`src/rtl/sha_core_arbiter.sv`:
```
// sha_core_arbiter: shares one SHA-256 core among NREQ miner lanes.
// A round-robin pick in IDLE loads a one-hot grant and a binary mux select.
// The arbiter then pulses the core start and waits in BUSY for done or a
// timeout, and finally acknowledges the owner for one cycle in DONE.
// All outputs are decoded from registered state only, so there is no
// combinational path from i_req or i_hash_done to any output.
module sha_core_arbiter #(
  parameter int NREQ    = 4,
  parameter int TIMEOUT = 1024
) (
  input  logic                     i_clk,
  input  logic                     i_rst,
  input  logic [NREQ-1:0]          i_req,
  input  logic                     i_hash_done,
  output logic [NREQ-1:0]          o_grant,
  output logic [$clog2(NREQ)-1:0]  o_sel,
  output logic                     o_hash_start,
  output logic [NREQ-1:0]          o_ack,
  output logic                     o_timeout_err,
  output logic                     o_busy
);

  localparam int SELW = $clog2(NREQ);
  localparam int TW   = $clog2(TIMEOUT);

  localparam logic [1:0] S_IDLE  = 2'd0;
  localparam logic [1:0] S_START = 2'd1;
  localparam logic [1:0] S_BUSY  = 2'd2;
  localparam logic [1:0] S_DONE  = 2'd3;

  localparam logic [TW-1:0]   TIMER_LAST = TW'(TIMEOUT - 1);
  localparam logic [SELW-1:0] SEL_LAST   = SELW'(NREQ - 1);

  logic [1:0]      r_state;
  logic [NREQ-1:0] r_grant;
  logic [SELW-1:0] r_sel;
  logic [SELW-1:0] r_ptr;
  logic [TW-1:0]   r_timer;
  logic            r_err;

  logic            w_found;
  logic [SELW-1:0] w_pick_sel;
  logic [NREQ-1:0] w_pick_grant;
  logic [SELW-1:0] w_ptr_next;
  int              w_idx;

  // Round-robin search: first requesting lane at r_ptr, r_ptr+1, ... (mod NREQ)
  always_comb begin
    w_found    = 1'b0;
    w_pick_sel = '0;
    w_idx      = 0;
    for (int i = 0; i < NREQ; i++) begin
      w_idx = (int'(r_ptr) + i) % NREQ;
      if (!w_found && i_req[SELW'(w_idx)]) begin
        w_found    = 1'b1;
        w_pick_sel = SELW'(w_idx);
      end else begin
        w_found    = w_found;
      end
    end
  end

  assign w_pick_grant = {{(NREQ-1){1'b0}}, 1'b1} << w_pick_sel;

  // Priority moves to the lane just after the one being served
  always_comb begin
    if (r_sel == SEL_LAST) begin
      w_ptr_next = '0;
    end else begin
      w_ptr_next = r_sel + SELW'(1'b1);
    end
  end

  // Sequencer: ownership, start pulse, done/timeout wait and completion
  always_ff @(posedge i_clk or posedge i_rst) begin
    if (i_rst) begin
      r_state <= S_IDLE;
      r_grant <= '0;
      r_sel   <= '0;
      r_ptr   <= '0;
      r_timer <= '0;
      r_err   <= 1'b0;
    end else begin
      case (r_state)
        S_IDLE: begin
          if (w_found) begin
            r_grant <= w_pick_grant;
            r_sel   <= w_pick_sel;
            r_state <= S_START;
          end else begin
            r_state <= S_IDLE;
          end
        end
        S_START: begin
          r_timer <= '0;
          r_state <= S_BUSY;
        end
        S_BUSY: begin
          r_timer <= r_timer + TW'(1'b1);
          // A done arriving on the last allowed cycle still counts as success
          if (i_hash_done) begin
            r_err   <= 1'b0;
            r_state <= S_DONE;
          end else if (r_timer == TIMER_LAST) begin
            r_err   <= 1'b1;
            r_state <= S_DONE;
          end else begin
            r_state <= S_BUSY;
          end
        end
        S_DONE: begin
          r_ptr   <= w_ptr_next;
          r_grant <= '0;
          r_state <= S_IDLE;
        end
        default: begin
          r_grant <= '0;
          r_state <= S_IDLE;
        end
      endcase
    end
  end

  assign o_grant       = r_grant;
  assign o_sel         = r_sel;
  assign o_hash_start  = (r_state == S_START);
  assign o_busy        = (r_state != S_IDLE);
  assign o_ack         = (r_state == S_DONE) ? r_grant : '0;
  assign o_timeout_err = (r_state == S_DONE) & r_err;

endmodule
```
`config.mk`:
```
export PLATFORM = sky130hd
export DESIGN_NAME = sha_core_arbiter
export DESIGN_NICKNAME = d
export VERILOG_FILES = /design/src/rtl/sha_core_arbiter.sv
export SDC_FILE = /design/constraint.sdc
export NUM_CORES = 1
export LEC_CHECK = 0
export ABC_AREA = 1
export BUFFER_PORTS_ARGS = -buffer_cell sky130_fd_sc_hd__buf_2
export CAP_MARGIN = 10
export CORE_MARGIN = 2
export CORE_UTILIZATION = 40
export CTS_CLUSTER_SIZE = 14
export DETAILED_ROUTE_END_ITERATION = 12
export GPL_ROUTABILITY_DRIVEN = 0
export PLACE_DENSITY_LB_ADDON = 0.12
export SLEW_MARGIN = 30
export SYNTH_ARGS = -nofsm -noshare
export SYNTH_HDL_FRONTEND = slang
export SYNTH_SLANG_ARGS = --single-unit
```
`constraint.sdc`:
```
create_clock -name i_clk -period 2 [get_ports i_clk]
set_input_delay 0.4 -clock i_clk [delete_from_list [all_inputs] [get_ports i_clk]]
set_output_delay 0.4 -clock i_clk [all_outputs]
set_load 0.1 [all_outputs]
```
---- Word-level counts from Yosys, hierarchy flattened ----
Cells that the tools add are included.
storage, ports and cells
  input bits .............................. 7
  output and inout port bits .............. 13
  bits in latches ......................... 0
  memories kept ........................... 0
  ROM bits ................................ 0
  RAM bits ................................ 0
  word-level logic and storage cells ...... 68
  register bits ........................... 21
cells by class
  bitwise gates (word level) .............. 1
  equal/unequal tests ..................... 6
  divide/modulo/power cells ............... 0
  $add $sub $neg .......................... 5
  shift-type cells ........................ 1
  order comparisons ....................... 4
  reduce and logical (&&, ||, !) cells .... 14
  multipliers ............................. 0
  multiplexer cells ....................... 31
operators by type and width
  kind                                                                    count
  10-bit one-hot mux with 2 select lines                                  1
  1-bit two-way mux                                                       17
  2-bit by 4-bit < comparator with 1-bit output (second input constant)   4
  10-bit by 1-bit adder with 10-bit output (second input constant)        1
  10-bit equality test (second input constant)                            1
  2-bit two-way mux                                                       5
  1-bit binary-select mux with 2-bit select                               4
  4-bit two-way mux                                                       2
  2-bit one-hot mux with 4 select lines                                   1
  4-bit one-hot mux with 2 select lines                                   1
  2-bit nonzero test                                                      4
  2-bit equality test (second input constant)                             3
  2-bit AND reduction                                                     3
  2-bit by 1-bit adder with 2-bit output (second input constant)          2
  2-bit adder (second input constant)                                     2
  1-bit by 2-bit left shift with 4-bit output (first input constant)      1
  1-bit logical AND                                                       3
  1-bit logical NOT                                                       3
  2-bit by 1-bit equality test with 1-bit output (second input constant)  1
  2-bit logical NOT                                                       1
  2-bit inequality test (second input constant)                           1
  1-bit bitwise AND                                                       1

---- Longest topological paths before layout ----
  depth after elaboration ................. 16
  gate-level depth with buffers ........... 12

---- Worst setup path after synthesis ----
OpenSTA, ideal clock, no wires.
  path type ............................... flip-flop to output port
  start point ............................. register r_grant[0], in the netlist o_grant[0]
  end point ............................... output port o_ack[0]
  stages on the path, launching flop included .. 3
  buffers on the path ..................... 0
  arrival time ............................ 1645 ps
  path slack .............................. -45 ps
  path through ............................ dfrtp_1 -> nand2_1 -> inv_1
on the way
  word-level cells in the longest chain between the ends .. 1
RTL lines
  what                      line  RTL
  start: declaration        35    logic [NREQ-1:0] r_grant;
  start signal: assignment  87    r_grant <= w_pick_grant;
  4-bit two-way mux         128   assign o_ack = (r_state == S_DONE) ? r_grant : '0;
  end: declaration          18    output logic [NREQ-1:0] o_ack,
No other way between the ends.

---- Final worst setup path ----
  start point ............................. register r_state[0]
  end point ............................... output port o_busy
on the way
  word-level cells in the longest chain between the ends .. 1
RTL lines
  what                      line  RTL
  start: declaration        34    logic [1:0] r_state;
  start signal: assignment  77    r_state <= S_IDLE;
  start signal: assignment  89    r_state <= S_START;
  start signal: assignment  91    r_state <= S_IDLE;
  2-bit nonzero test        127   assign o_busy = (r_state != S_IDLE);
  end: declaration          20    output logic o_busy
No other way between the ends.

==> impl_results.md <==
- Max Buffers Root-to-Sink: 2
- Antenna Nets Post-Route: 0
- Crit end category: output port
- TritonRoute pass-1 iters: 6
- Total core area: 0.003311 mm^2
- Total area of sequential cells: 530.5 um^2
- Setup ws final: 0.1235 ns
- Via count: 1218
- Gate Count Post-Synth: 183
- Area after DPL: 0.001602 mm^2
- Antenna violations before repair: 0
- Result of the run: complete, no violations
- Clock Latency Late Sink: 0.31 ns
- Final setup violation count: 0
- Post-CTS Resized: 0
- Number of DRC violations after detailed-routing iteration 0: 93
- Worst-case headroom to the max-slew limit: 0.6786
- Number of inserted filler cells in the final layout: 359
- Global-route wire length before repair: 4809 um
- Overall die width: 62.50 um
- Net count reported at finish: 220
- Sequential fraction of the synthesis area: 0.3839
- Highest achievable clock rate: 0.5329 GHz
- Clock Pin Slew Worst Setup and Hold Paths: 0.13 ns
- Yosys top cell area share: 0.3839
- Largest net degree at the start of global routing: 22
- Max cap viols: 0
- Post-Route Skew: 0.01233 ns
- Post-synthesis sequential element count: 21
- Worst-path fanout max: 3
- Total negative setup slack: 0 ns
- Drt via density: 4.833
- Clock sink count: 21
- Type of the worst min-delay path: primary input to async pin
- Number of remaining DRC errors: 0
- Netlist area before placement: 0.001369 mm^2
- Cell chosen for the clock root: sky130_fd_sc_hd__clkbuf_4
- Site Rows: 21
- Port buffer count: 19
- Net Count, Synth: 196
- Initial standard-cell utilization of the core: 0.4135
- Total half-perimeter wirelength after legalization and detailed placement: 2154 um
- Top Ports: 20
- All-Layer GR Usage: 0.1503
- Core utilization of the finished layout: 0.4943
- Floorplan die area: 0.003906 mm^2
- Startpoint types: flip-flop
- Kind of critical path: flip-flop to output port
- Cell types with the largest area share after synthesis: sky130_fd_sc_hd__dfrtp_1 (38%), sky130_fd_sc_hd__nand2_1 (13%), sky130_fd_sc_hd__inv_1 (6.9%)
- Hold Vio Cnt, Final: 0
- Die boundary height: 62.50 um
- CTS Buf Count: 3
- Total routed wirelength: 2687 um
- Total area of multi-input combinational cells: 718.2 um^2
- Count of hold buffers inserted by post-cts repair: 0
- Number of different library cells in the post-synthesis netlist: 26
- Setup repair after global routing missed its margin: no
- Cell type with the highest aggregate area in the netlist: sky130_fd_sc_hd__dfrtp_1
- Post-DR wirelength/cell: 10.66 um
- Minimum clock period: 1.876 ns
- Area growth from synthesis to layout: 19.56%
- Share of the clock period used by the worst path: 0.9382
- Final number of max-transition violations: 0
- Fraction of final layout cells sized beyond drive strength 1: 0.2524
- Leftover overflow at the end of global routing: 0
- Clock tree from TritonCTS: done
- Antenna cells: 0
- Worst setup slack before clock tree synthesis: 0.2220 ns
- Number of global-route vias before repair: 1179
- Summed area of non-filler cells in the final layout: 0.001637 mm^2
- Post-Syn Area per Cell: 7.480 um^2
- # H-tree levels: 1
- Arrival time at the worst endpoint: 1.48 ns
- Number of synthesis warnings: 0
- Actual slew at the worst max-slew pin: 0.4854 ns
- Post-CTS setup buffer count: 0
- Critical Path RT: 1.60 ns
-- through the flow --
step | std cells | hold WS, ns
6_report | 252 | 0.08815
2_1_floorplan | 183 | 0.3762
3_5_place_dp | 248 | 0.4478
4_1_cts | 252 | 0.08527
3_3_place_gp | 248 | 0.4421
5_1_grt | 252 | 0.09289
-- registers in the layout, summed over array words and instances (netlist names) --
register	cells
r_timer	10
o_grant	4
o_sel	2
r_ptr	2
r_state	2
r_err	1
-- logic make-up (layout without fill, tap and decap cells) --
group | count (synthesis) | count (layout) | share of synthesized area
AOI/OAI and AO/OA | 24 | 24 | 0.09415
adders and majority gates | 6 | 6 | 0.05484
buffers and inverters | 31 | 54 | 0.09323
DFF | 21 | 21 | 0.3839
and+or+nand+nor | 101 | 101 | 0.3739
-- routing by layer --
metal | GRT usage | wire, um | vias to the layer above
met1 | 0.1782 | 1287 | 570
met3 | 0.03604 | 69 | 0
li1 | - | - | 632
met4 | 0.03333 | 0 | 0
met2 | 0.2742 | 1330 | 16
met5 | 0 | 0 | -
-- final cells by class --
class | count | share of cell area
multi-input combinational | 131 | 0.4388
sequential | 21 | 0.3242
timing repair buffer | 22 | 0.1193
inverter | 28 | 0.06422
tap | 46 | 0.03517
clock buffer | 3 | 0.01376
clock inverter | 1 | 0.004587
-- cells in the final DEF, fill, tap and decap left out --
master,netlist,final
sky130_fd_sc_hd__inv_1,25,25
sky130_fd_sc_hd__nand3_2,3,3
sky130_fd_sc_hd__a21oi_1,6,6
sky130_fd_sc_hd__clkinvlp_4,0,1
sky130_fd_sc_hd__nand4_1,3,3
sky130_fd_sc_hd__nor2_1,10,10
sky130_fd_sc_hd__a21boi_0,1,1
sky130_fd_sc_hd__a211oi_1,1,1
sky130_fd_sc_hd__nand2_1,49,49
sky130_fd_sc_hd__nand2_2,7,7
sky130_fd_sc_hd__nand2_4,3,3
sky130_fd_sc_hd__nor3b_1,1,1
sky130_fd_sc_hd__buf_2,0,13
sky130_fd_sc_hd__nand3_1,18,18
sky130_fd_sc_hd__inv_2,3,3
sky130_fd_sc_hd__nor3_1,1,1
sky130_fd_sc_hd__nor2_2,2,2
sky130_fd_sc_hd__ha_1,6,5
sky130_fd_sc_hd__dfrtp_1,21,17
sky130_fd_sc_hd__clkbuf_4,0,4
sky130_fd_sc_hd__nor2_4,2,2
sky130_fd_sc_hd__o21ai_0,10,10
sky130_fd_sc_hd__ha_2,0,1
sky130_fd_sc_hd__buf_12,0,5
sky130_fd_sc_hd__o21ai_1,3,3
sky130_fd_sc_hd__a31oi_1,3,3
sky130_fd_sc_hd__dfrtp_2,0,4
sky130_fd_sc_hd__nor2_8,1,1
sky130_fd_sc_hd__and3_1,1,1
sky130_fd_sc_hd__buf_4,1,3
-- Yosys cell counts --
| cell type | n |
|---|---|
| sky130_fd_sc_hd__buf_4 | 1 |
| sky130_fd_sc_hd__nand2_4 | 3 |
| sky130_fd_sc_hd__ha_1 | 6 |
| sky130_fd_sc_hd__a21boi_0 | 1 |
| sky130_fd_sc_hd__nand2_2 | 7 |
| sky130_fd_sc_hd__and3_1 | 1 |
| sky130_fd_sc_hd__nand3_2 | 3 |
| sky130_fd_sc_hd__nand3_1 | 18 |
| sky130_fd_sc_hd__o21ai_0 | 10 |
| sky130_fd_sc_hd__dfrtp_1 | 21 |
| sky130_fd_sc_hd__nor3_1 | 1 |
| sky130_fd_sc_hd__inv_1 | 25 |
| sky130_fd_sc_hd__nor3b_1 | 1 |
| sky130_fd_sc_hd__nor2_1 | 10 |
| sky130_fd_sc_hd__inv_2 | 3 |
| sky130_fd_sc_hd__nor2_2 | 2 |
| sky130_fd_sc_hd__clkbuf_1 | 1 |
| sky130_fd_sc_hd__a31oi_1 | 3 |
| sky130_fd_sc_hd__nor2_4 | 2 |
| sky130_fd_sc_hd__a211oi_1 | 1 |
| sky130_fd_sc_hd__buf_6 | 1 |
| sky130_fd_sc_hd__o21ai_1 | 3 |
| sky130_fd_sc_hd__nor2_8 | 1 |
| sky130_fd_sc_hd__nand2_1 | 49 |
| sky130_fd_sc_hd__a21oi_1 | 6 |
| sky130_fd_sc_hd__nand4_1 | 3 |
-- final timing paths --
check / from / to / slack, ns / cells past startpoint
setup reg to reg: r_state[0]$_DFF_PP0_ / r_timer[9]$_DFFE_PP0P_ / 0.22 / 9
hold / removal: i_rst / r_timer[6]$_DFFE_PP0P_ / 0.09 / 3
hold reg to reg: r_timer[3]$_DFFE_PP0P_ / r_timer[3]$_DFFE_PP0P_ / 0.50 / 1
max in group asynchronous: i_rst / o_grant[2]$_DFFE_PP0P_ / 1.66 / 3
min in group i_clk: i_hash_done / r_err$_DFFE_PP0P_ / 0.29 / 2
setup / recovery: r_state[0]$_DFF_PP0_ / o_busy / 0.12 / 4
-- worst max-delay path, cell delays in order, from the launching register on --
cell                       delay (ns)
sky130_fd_sc_hd__dfrtp_1         0.41
sky130_fd_sc_hd__inv_1           0.08
sky130_fd_sc_hd__ha_1            0.26
sky130_fd_sc_hd__inv_1           0.10
sky130_fd_sc_hd__clkbuf_4        0.33
Power is not shown: default switching activity piles up to over one toggle a cycle in this logic, so the estimate is an artifact.
